<file path="src/rtl/keypad_scanner.sv">
`default_nettype none
// ============================================================================
// Module   : keypad_scanner
// Purpose  : 4x4 matrix keypad column scanner with debounce and valid/ack
//            key-event delivery.
// Revision : 1.0 - initial release
// ============================================================================
module keypad_scanner #(
  parameter int SCAN_DIV       = 5000,
  parameter int DEBOUNCE_SCANS = 4
) (
  input  logic       CLK,
  input  logic       clear_n,
  input  logic [3:0] row_in,
  output logic [3:0] col_out,
  output logic [3:0] key_code,
  output logic       key_valid,
  input  logic       key_ack,
  output logic       key_down,
  output logic       overrun
);

  localparam int CNT_W = (SCAN_DIV > 1) ? $clog2(SCAN_DIV) : 1;
  localparam int DB_W  = (DEBOUNCE_SCANS > 0) ? $clog2(DEBOUNCE_SCANS + 1) : 1;

  typedef enum logic [1:0] {
    ST_IDLE     = 2'd0,
    ST_PRESS_DB = 2'd1,
    ST_HELD     = 2'd2,
    ST_REL_DB   = 2'd3
  } state_t;

  logic [3:0]       row_s1_q, row_s2_q;
  logic [CNT_W-1:0] div_cnt_q;
  logic [1:0]       col_q;
  logic [11:0]      samp_q;
  state_t           state_q, state_d;
  logic [3:0]       cand_q, cand_d;
  logic [DB_W-1:0]  db_cnt_q, db_cnt_d;
  logic [3:0]       key_code_q, key_code_d;
  logic             key_valid_q, key_valid_d;
  logic             key_down_q, key_down_d;
  logic             overrun_q, overrun_d;

  logic             sample, scan_done, emit;
  logic [15:0]      hits;
  logic [1:0]       n_hits;
  logic [3:0]       hit_code;
  logic             res_none, res_single;

  assign sample    = (div_cnt_q == CNT_W'(SCAN_DIV - 1));
  assign scan_done = sample && (col_q == 2'd3);

  // Column and row synchronizer, dwell counter, per-column row samples.
  always_ff @(posedge CLK or negedge clear_n) begin
    if (!clear_n) begin
      row_s1_q  <= 4'hF;
      row_s2_q  <= 4'hF;
      div_cnt_q <= '0;
      col_q     <= 2'd0;
      samp_q    <= '0;
    end else begin
      row_s1_q <= row_in;
      row_s2_q <= row_s1_q;
      if (sample) begin
        div_cnt_q <= '0;
        col_q     <= col_q + 2'd1;
        case (col_q)
          2'd0:    samp_q[3:0]  <= ~row_s2_q;
          2'd1:    samp_q[7:4]  <= ~row_s2_q;
          2'd2:    samp_q[11:8] <= ~row_s2_q;
          default: ;
        endcase
      end else begin
        div_cnt_q <= div_cnt_q + CNT_W'(1);
      end
    end
  end

  // Column 3 is folded in live on the scan_done cycle; hits index = col*4+row.
  assign hits = {~row_s2_q, samp_q};

  always_comb begin
    n_hits   = 2'd0;
    hit_code = 4'd0;
    for (int c = 0; c < 4; c++) begin
      for (int r = 0; r < 4; r++) begin
        if (hits[c*4 + r]) begin
          if (n_hits != 2'd2) n_hits = n_hits + 2'd1;
          hit_code = 4'(r*4 + c);
        end
      end
    end
  end

  assign res_none   = (n_hits == 2'd0);
  assign res_single = (n_hits == 2'd1);

  always_ff @(posedge CLK or negedge clear_n) begin
    if (!clear_n) begin
      state_q     <= ST_IDLE;
      cand_q      <= 4'd0;
      db_cnt_q    <= '0;
      key_code_q  <= 4'd0;
      key_valid_q <= 1'b0;
      key_down_q  <= 1'b0;
      overrun_q   <= 1'b0;
    end else begin
      state_q     <= state_d;
      cand_q      <= cand_d;
      db_cnt_q    <= db_cnt_d;
      key_code_q  <= key_code_d;
      key_valid_q <= key_valid_d;
      key_down_q  <= key_down_d;
      overrun_q   <= overrun_d;
    end
  end

  always_comb begin
    state_d  = state_q;
    cand_d   = cand_q;
    db_cnt_d = db_cnt_q;
    emit     = 1'b0;
    if (scan_done) begin
      case (state_q)
        ST_IDLE: begin
          if (res_single) begin
            cand_d = hit_code;
            if (DEBOUNCE_SCANS == 1) begin
              state_d  = ST_HELD;
              db_cnt_d = '0;
              emit     = 1'b1;
            end else begin
              state_d  = ST_PRESS_DB;
              db_cnt_d = DB_W'(1);
            end
          end
        end
        ST_PRESS_DB: begin
          if (res_single && (hit_code == cand_q)) begin
            if (db_cnt_q + DB_W'(1) == DB_W'(DEBOUNCE_SCANS)) begin
              state_d  = ST_HELD;
              db_cnt_d = '0;
              emit     = 1'b1;
            end else begin
              db_cnt_d = db_cnt_q + DB_W'(1);
            end
          end else if (res_single) begin
            cand_d   = hit_code;
            db_cnt_d = DB_W'(1);
          end else begin
            state_d  = ST_IDLE;
            db_cnt_d = '0;
          end
        end
        ST_HELD: begin
          if (res_none || (res_single && (hit_code != cand_q))) begin
            if (DEBOUNCE_SCANS == 1) begin
              state_d  = ST_IDLE;
              db_cnt_d = '0;
            end else begin
              state_d  = ST_REL_DB;
              db_cnt_d = DB_W'(1);
            end
          end
        end
        default: begin // ST_REL_DB
          if (res_none || (res_single && (hit_code != cand_q))) begin
            if (db_cnt_q + DB_W'(1) == DB_W'(DEBOUNCE_SCANS)) begin
              state_d  = ST_IDLE;
              db_cnt_d = '0;
            end else begin
              db_cnt_d = db_cnt_q + DB_W'(1);
            end
          end else begin
            state_d  = ST_HELD;
            db_cnt_d = '0;
          end
        end
      endcase
    end
  end

  // An ack coinciding with a new event frees the slot, so the event is kept.
  always_comb begin
    key_code_d  = key_code_q;
    key_valid_d = key_valid_q;
    overrun_d   = overrun_q;
    if (emit) begin
      if (!key_valid_q || key_ack) begin
        key_code_d  = cand_d;
        key_valid_d = 1'b1;
      end else begin
        overrun_d = 1'b1;
      end
    end else if (key_ack && key_valid_q) begin
      key_valid_d = 1'b0;
    end
    key_down_d = (state_d == ST_HELD) || (state_d == ST_REL_DB);
  end

  assign col_out   = ~(4'b0001 << col_q);
  assign key_code  = key_code_q;
  assign key_valid = key_valid_q;
  assign key_down  = key_down_q;
  assign overrun   = overrun_q;

endmodule
`default_nettype wire

</file>
<file path="config.mk">
export PLATFORM = sky130hd
export DESIGN_NAME = keypad_scanner
export DESIGN_NICKNAME = d
export VERILOG_FILES = /design/src/rtl/keypad_scanner.sv
export SDC_FILE = /design/constraint.sdc
export NUM_CORES = 1
export LEC_CHECK = 0
export ABC_CLOCK_PERIOD_IN_PS = 11600
export CAP_MARGIN = 40
export CORE_UTILIZATION = 45
export DETAILED_ROUTE_END_ITERATION = 10
export PLACE_DENSITY = 0.72
export SETUP_SLACK_MARGIN = 0.15
export SKIP_CTS_REPAIR_TIMING = 1
export SYNTH_ARGS = -nofsm -noshare
export SYNTH_HDL_FRONTEND = slang
export SYNTH_SLANG_ARGS = --single-unit
export TNS_END_PERCENT = 30
</file>
<file path="constraint.sdc">
create_clock -name CLK -period 11.6 [get_ports CLK]
set_input_delay 1.16 -clock CLK [delete_from_list [all_inputs] [get_ports CLK]]
set_output_delay 1.16 -clock CLK [all_outputs]
set_load 0.01 [all_outputs]
</file>
==> impl_metrics.tcl <==
set metrics [dict create \
    cts_tree "yes" \
    viasPerCell 6.346 \
    drcViolationCount 0 \
    ys_seq_area_share_pct 31.09 \
    fmax_mhz 129.7 \
    crit_cells 25 \
    arrival_ns 7.91 \
    clkLatencyLatePin_ns 0.31 \
    synthesis.nets 493 \
    cts_root_buf "clkbuf_8" \
    fp.coreArea_sq_um 8806 \
    gp_congestion 0.8920 \
    worst_slew_pin_slew_ns 0.9556 \
    ys_top_cells_by_area "dfrtp_1 (26%), dfstp_2 (5.1%), ha_1 (3.9%)" \
    drive_gt1_share_pct 13.60 \
    final_area_sq_um 4448 \
    ant_nets 0 \
    antenna_found_initial 0 \
    maxSlewHeadroom_pct 35.84 \
    yosys.area_share.xor_xnor_pct 5.473 \
    period_share_pct 66.47 \
    r2r_setup_slack_ns 3.89 \
    drv_slew 0 \
    mostFrequentLayoutCell "dfrtp_1" \
    final-hold-violation-count 0 \
    min-delay-start "row_s1_q[0]" \
    synth_compound_area_share_pct 28.73 \
    grt_max_degree 40 \
    port-buffer-count 17 \
    r2r-start "samp_q[0]" \
    grt_usage_pct 20.18 \
    syn-cell-area_sq_um 4138 \
    grt_pass1_vias 3437 \
    r2r-end "db_cnt_q[1]" \
    outcome "finished, final reports clean" \
    ys_ff_latch 51 \
    yosys.area_share.simple_pct 21.05 \
    critPathMaxStageDelay_ns 0.81 \
    cts_sinks 51 \
    power_leakage_nw 1.736 \
    period_minus_slack_ns 7.711 \
    die-area_sq_um 9582 \
    fp.dieH_um 97.89 \
    cp_max_fo 8 \
    cts_buffer_depth 2 \
    mostFrequentLayoutCells "dfrtp_1 (43), nor2_1 (42), nand2_1 (40)" \
    numCtsBuffers 5 \
    synthMuxAreaShare_pct 4.748 \
    drt_wl_total_um 9315 \
    fin_skew_ns 0.005680 \
    wire_per_inst_um 15.90 \
    cp_common_cell "ha_1" \
    avgSynthCellArea_sq_um 8.748 \
    detailed_place.area_sq_um 4360 \
    finalSetupTns_ns 0 \
    ys_types 84 \
    syn2layout_area_growth_pct 7.499 \
    maxCapViolations 0 \
    slowest_stage "a2111oi_0" \
    crit_family "compound AO/OA/AOI/OAI gates" \
    rsz0062_at_grt "no" \
    htree_num_levels 2 \
    nets 497 \
    num_vias 3719 \
    setup_violations 0 \
    first_iter_violations 228 \
    fp.dieW_um 97.89 \
    synth_top_family_by_area "compound AO/OA/AOI/OAI gates" \
    fp-row-count 34 \
    ioPinCount 18 \
    yosys.area_share.adder_pct 3.931 \
    cp_data_required_time_ns 11.80 \
    r2r_cells 25 \
    syn-instance-count 473 \
    yosysTopAreaCell "dfrtp_1" \
    critical_path_buf_inv_count 1 \
    firstDrtPassIters 5 \
    cp-end-kind "register" \
    min_path_type "reg -> reg" \
    async_reset_ff_share_pct 100.0 \
    critical_path_class "reg -> reg" \
    grt.overflow.total 0 \
    antennaDiodeCount 0 \
    synth_ff_type "dfrtp_1" \
    holdPathStages 0 \
    grt_pass1_wl_um 16170 \
    start_util_pct 46.99 \
    num-fill-cells 809 \
    hpwl_um 7037 \
    clkTransAtPathRegs_ns 0.10 \
    powerDensity_nw_per_um2 68.68 \
    critPathLaunchType "register" \
    ir_drop_uv 86.78 \
    whs_endpoint "row_s2_q[0]" \
    synth_edf_count 0 \
    synth.top_cell.area_share_pct 26.01 \
    ys_warn_count 0 \
]
-- power breakdown --
group          leakage (nW)  internal [W]  switching, W
clock                0.0483     0.0000426     0.0000604
sequential            0.671      0.000180    0.00000259
combinational          1.02    0.00000791     0.0000117
-- cell families (layout without fill, tap and decap cells) --
group,count (synthesis),in the layout
and+or+nand+nor,167,167
AOI/OAI and AO/OA,152,152
DFF,51,51
buffers and inverters,48,53
xor gates and xnor gates,25,25
muxes,17,17
adders and majority gates,13,13
-- cells in the mapped netlist (7+ instances only) --
master,number
dfrtp_1,43
nor2_1,42
nand2_1,40
o21ai_0,29
inv_1,24
a21oi_1,18
nand3_1,17
clkbuf_1,16
ha_1,13
xnor2_1,13
nor3_1,12
o211ai_1,11
xor2_1,11
mux2_2,9
a211oi_1,8
and3_1,8
dfstp_2,8
nor4_1,8
a2111oi_0,7
a211o_1,7
-- per-layer routing --
metal / vias to the layer above / GRT usage [%] / wire length, um
met5: - / 0 / 0
met4: 0 / 7.459 / 187
met3: 19 / 2.219 / 360
met2: 104 / 33.59 / 4487
met1: 1786 / 27.06 / 4279
li1: 1810 / - / -
-- worst reg2reg max path, stage by stage, from the launching register on --
cell,delay (ns)
dfrtp_1,0.41
inv_1,0.08
ha_1,0.40
nor3b_1,0.20
a311oi_2,0.58
nor3_1,0.15
a2111oi_0,0.81
a221oi_2,0.25
nor3_1,0.38
mux2i_1,0.12
a311o_1,0.36
or4_4,0.58
and2_4,0.19
a211oi_4,0.32
nor2_2,0.09
a211oi_1,0.40
a211oi_1,0.13
ha_1,0.32
o21bai_1,0.07
ha_1,0.18
nor2b_1,0.16
o21ai_0,0.25
o21ai_1,0.24
a221o_1,0.37
a21oi_1,0.22
mux2_2,0.35
-- worst max path at each step --
| stage | end | slack [ns] | start |
|---|---|---|---|
| after floorplan | key_code[0] | 4.79 | samp_q[0] |
| after global placement | key_code[0] | 4.27 | samp_q[0] |
| after detailed placement | db_cnt_q[1] | 4.08 | samp_q[0] |
| after CTS | db_cnt_q[1] | 4.02 | samp_q[0] |
| after global routing | key_code[1] | 3.35 | samp_q[0] |
| final | db_cnt_q[1] | 3.89 | samp_q[0] |
-- final cells by class --
class / instances / area (sq um) / area share, %
inverters: 25 / 93.84 / 2.110
well taps: 108 / 135.1 / 3.038
flip-flops and latches: 51 / 1286 / 28.92
multi-input cells: 374 / 2645 / 59.47
clock inverters: 3 / 18.77 / 0.4219
repair buffers: 20 / 200.2 / 4.501
clock buffers: 5 / 68.82 / 1.547
-- stage by stage --
step	util [%]	hold WS, ns	power (W)	cells	setup slack [ns]
floorplan	-	0.3452	0.0001969	473	4.786
global placement	49.29	0.3466	0.0002045	577	4.266
detailed placement	49.52	0.3475	0.0002060	578	4.079
CTS	50.51	0.3594	0.0003088	586	4.023
global route	50.51	0.3569	0.0003175	586	3.347
finish	50.51	0.3597	0.0003055	586	3.889
-- sequential cells by signal, summed over array words and instances (netlist names) --
register	flops
db_cnt_q	3
div_cnt_q	13
key_down	1
key_code	4
overrun	1
row_s1_q	4
state_q	2
row_s2_q	4
key_valid	1
cand_q	4
col_q	2
samp_q	12
(Power assumes the default switching activity.)
